## src/rtl/axis_bram_frame_writer_pkg.sv

```systemverilog
// Shared definitions for the triggered BRAM frame writer: FSM encoding and status width.
package axis_bram_frame_writer_pkg;

    localparam int STS_STATE_W = 2;

    typedef enum logic [STS_STATE_W-1:0] {
        ST_IDLE  = 2'd0,
        ST_ARMED = 2'd1,
        ST_WRITE = 2'd2,
        ST_DONE  = 2'd3
    } fw_state_t;

endpackage

```

## src/rtl/axis_bram_frame_writer.sv

```systemverilog
// Triggered frame capture: writes cfg_data+1 AXI-Stream words into BRAM port B at
// addresses 0..cfg_data, then raises a config handshake to signal a complete frame.
module axis_bram_frame_writer
    import axis_bram_frame_writer_pkg::*;
#(
    parameter int AXIS_TDATA_WIDTH = 32,
    parameter int BRAM_DATA_WIDTH  = 32,
    parameter int BRAM_ADDR_WIDTH  = 10
) (
    input  logic                          aclk,
    input  logic                          areset,
    input  logic [BRAM_ADDR_WIDTH-1:0]    cfg_data,
    input  logic                          cfg_arm,
    input  logic                          trg_flag,
    output logic [BRAM_ADDR_WIDTH-1:0]    sts_data,
    output logic [STS_STATE_W-1:0]        sts_state,
    output logic                          s_axis_tready,
    input  logic [AXIS_TDATA_WIDTH-1:0]   s_axis_tdata,
    input  logic                          s_axis_tvalid,
    input  logic                          m_axis_config_tready,
    output logic                          m_axis_config_tvalid,
    output logic                          bram_portb_clk,
    output logic                          bram_portb_rst,
    output logic [BRAM_DATA_WIDTH/8-1:0]  bram_portb_we,
    output logic [BRAM_ADDR_WIDTH-1:0]    bram_portb_addr,
    output logic [BRAM_DATA_WIDTH-1:0]    bram_portb_wrdata
);

    localparam int BYTE_LANES = BRAM_DATA_WIDTH / 8;
    localparam logic [BRAM_ADDR_WIDTH-1:0] ADDR_ONE = BRAM_ADDR_WIDTH'(1);

    generate
        if (AXIS_TDATA_WIDTH != BRAM_DATA_WIDTH) begin : g_width_check
            $error("AXIS_TDATA_WIDTH must equal BRAM_DATA_WIDTH");
        end
        if ((BRAM_DATA_WIDTH % 8) != 0) begin : g_byte_check
            $error("BRAM_DATA_WIDTH must be a multiple of 8");
        end
    endgenerate

    fw_state_t                  state_q, state_d;
    logic [BRAM_ADDR_WIDTH-1:0] addr_q, addr_d;
    logic [BRAM_ADDR_WIDTH-1:0] cfg_lat_q, cfg_lat_d;
    logic                       arm_d_q;
    logic                       arm_rise;
    logic                       wr_en;

    assign arm_rise = cfg_arm & ~arm_d_q;

    always_ff @(posedge aclk or posedge areset) begin
        if (areset) begin
            state_q   <= ST_IDLE;
            addr_q    <= '0;
            cfg_lat_q <= '0;
            arm_d_q   <= 1'b0;
        end else begin
            state_q   <= state_d;
            addr_q    <= addr_d;
            cfg_lat_q <= cfg_lat_d;
            arm_d_q   <= cfg_arm;
        end
    end

    always_comb begin
        state_d   = state_q;
        addr_d    = addr_q;
        cfg_lat_d = cfg_lat_q;
        case (state_q)
            ST_IDLE: begin
                addr_d = '0;
                if (arm_rise) begin
                    state_d = ST_ARMED;
                end
            end
            ST_ARMED: begin
                // The trigger beat itself is word 0; the frame length is frozen here.
                if (s_axis_tvalid && trg_flag) begin
                    cfg_lat_d = cfg_data;
                    if (cfg_data == '0) begin
                        addr_d  = '0;
                        state_d = ST_DONE;
                    end else begin
                        addr_d  = ADDR_ONE;
                        state_d = ST_WRITE;
                    end
                end
            end
            ST_WRITE: begin
                if (s_axis_tvalid) begin
                    if (addr_q == cfg_lat_q) begin
                        state_d = ST_DONE;
                    end else begin
                        addr_d = addr_q + ADDR_ONE;
                    end
                end
            end
            ST_DONE: begin
                if (m_axis_config_tready) begin
                    state_d = ST_IDLE;
                end
            end
            default: begin
                state_d = ST_IDLE;
            end
        endcase
    end

    assign wr_en = s_axis_tvalid &
                   ((state_q == ST_WRITE) | ((state_q == ST_ARMED) & trg_flag));

    assign s_axis_tready        = 1'b1;
    assign m_axis_config_tvalid = (state_q == ST_DONE);
    assign sts_data             = addr_q;
    assign sts_state            = state_q;

    assign bram_portb_clk    = aclk;
    assign bram_portb_rst    = areset;
    assign bram_portb_we     = {BYTE_LANES{wr_en}};
    assign bram_portb_addr   = addr_q;
    assign bram_portb_wrdata = s_axis_tdata;

endmodule

```

## config.mk

```make
export PLATFORM = sky130hd
export DESIGN_NAME = axis_bram_frame_writer
export DESIGN_NICKNAME = d
export VERILOG_FILES = /design/src/rtl/axis_bram_frame_writer_pkg.sv /design/src/rtl/axis_bram_frame_writer.sv
export SDC_FILE = /design/constraint.sdc
export NUM_CORES = 1
export LEC_CHECK = 0
export ABC_AREA = 0
export CAP_MARGIN = 40
export CORE_MARGIN = 5
export CORE_UTILIZATION = 33
export CTS_CLUSTER_SIZE = 30
export DETAILED_ROUTE_END_ITERATION = 10
export GPL_ROUTABILITY_DRIVEN = 0
export HOLD_SLACK_MARGIN = 0.06
export PLACE_DENSITY = 0.72
export SLEW_MARGIN = 25
export SYNTH_ARGS = -nofsm -noshare
export SYNTH_HDL_FRONTEND = slang
export SYNTH_SLANG_ARGS = --single-unit
```

## constraint.sdc

```tcl
create_clock -name aclk -period 3.2 [get_ports aclk]
set_input_delay 0.32 -clock aclk [delete_from_list [all_inputs] [get_ports aclk]]
set_output_delay 0.32 -clock aclk [all_outputs]
set_load 0.01 [all_outputs]
```

==> results of run 1 <==
## worst max-delay path, cell delays in order, from the launching register on
cell and delay [ns]:
dfrtp_1 0.45, inv_1 0.12, ha_1 0.22, nand3_1 0.40, nand2_1 0.28, clkdlybuf4s50_1 0.57
## path summary, 6_finish.rpt
path / slack (ns) / startpoint / to
max: 0.47 / sts_state[1]$_DFFE_PP0P_ / bram_portb_we[2]
min: 0.26 / areset / cfg_lat_q[7]$_DFFE_PP0P_
max reg2reg: 0.81 / sts_state[0]$_DFFE_PP0P_ / bram_portb_addr[8]$_DFFE_PP0P_
min reg2reg: 0.54 / cfg_lat_q[4]$_DFFE_PP0P_ / cfg_lat_q[4]$_DFFE_PP0P_
max in group asynchronous: 2.51 / areset / bram_portb_addr[3]$_DFFE_PP0P_
min in group aclk: 0.42 / cfg_arm / arm_d_q$_DFF_PP0_
## sequential cells by signal (all words and copies together) (netlist names)
signal,cells
arm_d_q,1
sts_state,2
bram_portb_addr,10
cfg_lat_q,10
## layout make-up
cell class / instances / area, sq um
clock buffer: 7 / 92.59
clock inverter: 1 / 5.005
fill: 522 / 3148
inverter: 6 / 22.52
multi-input combinational: 102 / 730.7
sequential: 23 / 575.6
tap: 70 / 87.58
timing repair buffer: 44 / 445.4
## layer usage
metal  up-vias  track usage, %
li1        584               -
met1       599           12.99
met2        47           18.11
met3         3           3.145
met4         0           4.902
met5         -               0
## kinds of logic (layout without fill, tap and decap cells)
family | Yosys count | in the layout | share of synthesized area (%)
buf+inv | 61 | 58 | 24.73
xor+xnor | 10 | 10 | 5.047
simple gates | 44 | 44 | 12.76
compound gates | 29 | 29 | 11.75
other cells | 1 | 1 | 0.2161
fa+ha+maj | 6 | 6 | 4.326
flops | 23 | 23 | 33.16
mux | 12 | 12 | 8.003
## report_power, final
group | switching [mW] | leakage [nW] | internal [mW]
Combinational | 0.323 | 0.499 | 0.309
Sequential | 0.0841 | 0.293 | 0.378
Clock | 0.119 | 0.0510 | 0.188
Total | 0.526 | 0.843 | 0.874
## per-stage QoR
| step | cells | hold slack (ns) | total power, mW | utilization, % |
|---|---|---|---|---|
| after floorplan | 186 | 0.3219 | 1.007 | - |
| after global placement | 245 | 0.5110 | 1.114 | 36.35 |
| after detailed placement | 246 | 0.5185 | 1.135 | 36.65 |
| after CTS | 253 | 0.2624 | 1.417 | 38.36 |
| after global routing | 253 | 0.3117 | 1.504 | 38.36 |
| final | 253 | 0.2576 | 1.400 | 38.36 |
## synthesized netlist by cell type
library cell	instances
a211oi_1	1
a21oi_1	1
a2bb2oi_1	2
a31oi_1	3
and3_1	1
and4_1	1
buf_2	1
buf_4	49
buf_6	2
clkbuf_1	3
conb_1	1
dfrtp_1	23
ha_1	6
inv_1	5
inv_2	1
mux2_2	11
mux2_4	1
nand2_1	10
nand2b_1	4
nand3_1	7
nand4b_1	3
nor2_1	11
nor3_1	2
nor4_1	4
o211ai_1	1
o21ai_0	8
o2bb2ai_1	1
o31ai_1	11
o41ai_2	1
or2_1	1
xor2_1	10
==> flow_summary.yaml, run 1 <==
flow_run:
  max-cap-violations: 0
drt:
  wirelength_um: 3516
  wl_met1_um: 1525
  wl_met3_um: 252
  drt_pass1_iterations: 4
  drc: 0
  via_per_inst: 4.874
  vias: 1233
  wl_met2_um: 1697
  top_layer: "met4"
  wl_per_cell_um: 13.90
  drt_iter0_markers: 36
  drtAntennaViolNets: 0
global_route:
  grt_first_pass_wirelength_um: 5713
  groute.usage.overall_pct: 10.90
  grt_pass1_vias: 1270
  overflow: 0
  antenna_found_initial: 0
  grt_max_degree: 16
worst_setup_path:
  path_max_fanout: 11
  crit_path_end_kind: "output pin"
  critPathLaunchType: "flip-flop"
  crit_required_ns: 2.88
  worstSetupPathType: "flip-flop to output pin"
  crit_arrival_ns: 2.41
  worstRegToRegCells: 7
yosys:
  yosys_warnings: 0
  synth_cell_types: 31
  ys_ff_latch: 23
  syn_area_sq_um: 1735
  ys_seq_area_share_pct: 33.17
  synth_top_cell_area_share_pct: 33.17
  synthTopCellsByArea: "dfrtp_1 33%, buf_4 21%, mux2_2 7.1%, xor2_1 5.0%, o31ai_1 4.8%"
  syn_inst: 186
  yosysTopAreaCell: "dfrtp_1"
  synth_area_per_cell_sq_um: 9.330
  syn-num-nets: 240
sta:
  fin_skew_ns: 0.006038
  layout_min_cycle_time_ns: 2.734
  slew_violations: 0
  fin_crit_sh_pct: 85.44
  tightest_slew_ns: 0.5300
  finalSetupViolCount: 0
  tns_ns: 0
  hold_viol: 0
  slew_headroom_pct: 64.57
  grt_setup_unrepaired: "no"
  setup_slack_ns: 0.4659
  fmax_mhz: 365.8
layout:
  layout_commonest_cell: "clkdlybuf4s50_1"
  antenna_cells: 0
  final_layout_size_suffix_gt1_share_pct: 12.02
  final_cell_area_sq_um: 1959
  mostFrequentLayoutCells: "44 x clkdlybuf4s50_1, 23 x dfrtp_1, 11 x nor2_1, 11 x mux2_2, 11 x o31ai_1"
  num-nets-final: 238
  synthToLayoutAreaGrowth_pct: 12.91
die:
  start_util_pct: 33.98
  core-area_sq_um: 5107
  die_x_um: 82.52
  placementRows: 26
  boundaryPins: 110
  die_h_um: 82.52
  die-area_sq_um: 6809
hold_path:
  hold_path.class: "input pin to async pin"
pwr:
  p_leak_nw: 0.8428
  power_density_nw_per_um2: 714.7
  irDropWorstVdd_v: 0.0004580
place:
  dpl_cell_area_sq_um: 1872
  io_buffers: 44
  place_hpwl_um: 2728
  pre_cts_ws_ns: 0.7628
clock_network:
  clk_latency_ns: 0.37
  post_cts_buffers: 0
  ctsResizeCount: 0
  cts_tree: "done"
  clkTransAtPathRegs_ns: 0.08
  holdBufCountCts: 0
outcome:
  outcome: "finished clean"
(Power assumes the default switching activity.)
==> inputs of run 2 (changes only) <==
- ABC_AREA: 0 -> 1
- CORE_MARGIN: 5 -> not set
- PLACE_DENSITY: 0.72 -> 0.7
- TNS_END_PERCENT: not set -> 50
==> run 2 against run 1 <==
Compared with the run above:
- cell area up 8.6%
- cell count up 36%
- via count up 23%
- non-clock buffer count up 2
- first-iteration DRC count up 81%
- combinational power down 2%
- register-to-register slack better by 0.67 ns
- total power down 0.69%
- global-route usage up 3.4 points
- fmax up 5.8%
- die area down 12%
- sequential share of layout area down 2.3 points
- largest cell class unchanged
- largest power group unchanged
- highest routed layer unchanged
==> flow_summary.yaml, run 2 <==
outcome:
  outcome: "finished clean"
sta:
  finalSetupViolCount: 0
  fin_skew_ns: 0.009159
  slew_violations: 0
  grt_setup_unrepaired: "no"
  fmax_mhz: 387.1
  whs_ns: 0.3039
  slew_headroom_pct: 63.87
  hold_viol: 0
  layout_min_cycle_time_ns: 2.607
  setup_slack_ns: 0.5933
  fin_crit_sh_pct: 81.46
  tns_ns: 0
  tightest_slew_ns: 0.5413
clock_network:
  clkTransAtPathRegs_ns: 0.09
  post_cts_buffers: 0
  clk_latency_ns: 0.38
  holdBufCountCts: 0
  cts_tree: "done"
  ctsResizeCount: 0
yosys:
  synth_area_per_cell_sq_um: 6.893
  ys.flop_type: "dfrtp_1"
  yosys-mux-area-fraction_pct: 0
  synthTopCellsByArea: "dfrtp_1 31%, buf_4 20%, nand2_1 15%, inv_1 6.0%, nor2_1 5.0%"
  post-synth-top-count-cell: "nand2_1"
  yosysTopAreaCell: "dfrtp_1"
  synth_top_cell_area_share_pct: 30.59
  synth_cell_types: 25
  synth_compound_area_share_pct: 6.516
  synth_top_family_by_area: "simple AND/OR/NAND/NOR gates"
  syn_area_sq_um: 1882
  synth_edf_count: 0
  yosys_warnings: 0
  async_flop_share_pct: 100.0
  synth_xor_area_share_pct: 0.9309
  synthTopCellsByCount: "77 x nand2_1, 51 x buf_4, 30 x inv_1, 25 x nor2_1, 23 x dfrtp_1"
  synth-simple-area-share_pct: 29.85
  ys_seq_area_share_pct: 30.59
  syn_inst: 273
  ys_ff_latch: 23
  synthAdderAreaFrac_pct: 3.989
  syn-num-nets: 327
die:
  core-area_sq_um: 5507
  boundaryPins: 110
  die-area_sq_um: 6009
  die_h_um: 77.52
  placementRows: 27
  start_util_pct: 34.17
  die_x_um: 77.52
layout:
  synthToLayoutAreaGrowth_pct: 13.10
  mostFrequentLayoutCells: "77 x nand2_1, 44 x clkdlybuf4s50_1, 30 x inv_1"
  n_fill_cell: 569
  num-nets-final: 328
  utilization_pct: 38.65
  antenna_cells: 0
  multiInputGateArea_sq_um: 780.7
  layout_commonest_cell: "nand2_1"
  seq_area_sq_um: 575.6
  final_layout_size_suffix_gt1_share_pct: 7.692
place:
  place_hpwl_um: 2842
  io_buffers: 44
  pre_cts_ws_ns: 0.8312
worst_setup_path:
  worstRegToRegCells: 9
  crit_required_ns: 2.88
  rrSetupSlack_ns: 1.48
  cp_top_family: "buffers and inverters"
  r2r-end: "bram_portb_addr[6]$_DFFE_PP0P_"
  timing.rr.start: "sts_state[0]$_DFFE_PP0P_"
  crit_arrival_ns: 2.29
  crit_top_cell: "clkbuf_8"
  critPathLaunchType: "clock port"
  critPathMaxStageDelay_ns: 0.47
  crit_path_end_kind: "output pin"
  slowest_stage: "clkdlybuf4s50_1"
  cp_cell_sequence: "clkbuf_8 -> clkbuf_8 -> clkdlybuf4s50_1"
  worstSetupPathType: "clock port to output pin"
  path_buf_inv: 3
  path_max_fanout: 2
drt:
  wirelength_um: 3728
  via_per_inst: 4.386
  vias: 1513
  drc: 0
  drtAntennaViolNets: 0
  drt_pass1_iterations: 4
  wl_per_cell_um: 10.81
  drt_iter0_markers: 65
global_route:
  groute.usage.overall_pct: 14.25
  overflow: 0
  grt_first_pass_wirelength_um: 6596
  antenna_found_initial: 0
  grt_max_degree: 22
  grt_pass1_vias: 1440
pwr:
  p_leak_nw: 1.020
  irDropWorstVdd_v: 0.0003492
  power_density_nw_per_um2: 653.5
flow_run:
  max-cap-violations: 0
hold_path:
  hold_path.class: "input pin to async pin"
run 2: cell type report:
cell class | instances | share of cell area [%]
timing repair buffer | 46 | 21.63
sequential | 23 | 27.04
inverter | 33 | 5.820
clock inverter | 1 | 0.2352
clock buffer | 7 | 4.350
tap | 72 | 4.233
multi-input combinational | 163 | 36.68
run 2: through the flow:
stage	power (mW)	cell area (sq um)	cells
after global routing	1.526	2128	345
after global placement	1.097	2026	337
after detailed placement	1.115	2041	338
after floorplan	0.9559	1882	273
after CTS	1.409	2128	345
final	1.391	2128	345
run 2: metal layers:
metal  part of all wire, %  up-vias  global-route usage, %
met5                     0        -                      0
met4                   2.4        0                  10.57
li1                      -      786                      -
met1                    48      668                  18.18
met2                    43       53                  20.80
met3                   6.5        6                  3.294
run 2: how the worst max path moves through the flow:
| stage | cells after the start | startpoint | slack [ns] | end |
|---|---|---|---|---|
| 6_report | 3 | aclk | 0.59 | bram_portb_clk |
| 5_1_grt | 5 | sts_state[0]$_DFFE_PP0P_ | 0.42 | bram_portb_we[3] |
| 4_1_cts | 5 | sts_state[0]$_DFFE_PP0P_ | 0.57 | bram_portb_we[3] |
| 3_5_place_dp | 1 | aclk | 0.83 | bram_portb_clk |
| 3_3_place_gp | 1 | aclk | 0.83 | bram_portb_clk |
| 2_1_floorplan | 1 | aclk | 1.16 | bram_portb_clk |
run 2: logic make-up (layout without fill, tap and decap cells):
group,after synthesis,after routing
simple gates,131,131
buf+inv,87,87
compound gates,23,23
flops,23,23
fa+ha+maj,6,6
xor+xnor,2,2
other cells,1,1
run 2: worst register-to-register path: stages (launching register included):
cell	delay (ns)
dfrtp_1	0.45
inv_1	0.12
ha_1	0.26
a21oi_1	0.15
a21oi_1	0.08
nor2_1	0.10
buf_4	0.21
nand2_4	0.12
nand2_1	0.09
nand2_1	0.05
run 2: where the power goes:
part	switching, mW	internal (mW)	leakage [nW]
Clock	0.130	0.188	0.0510
Sequential	0.0800	0.376	0.293
Combinational	0.348	0.268	0.676
Total	0.558	0.833	1.02
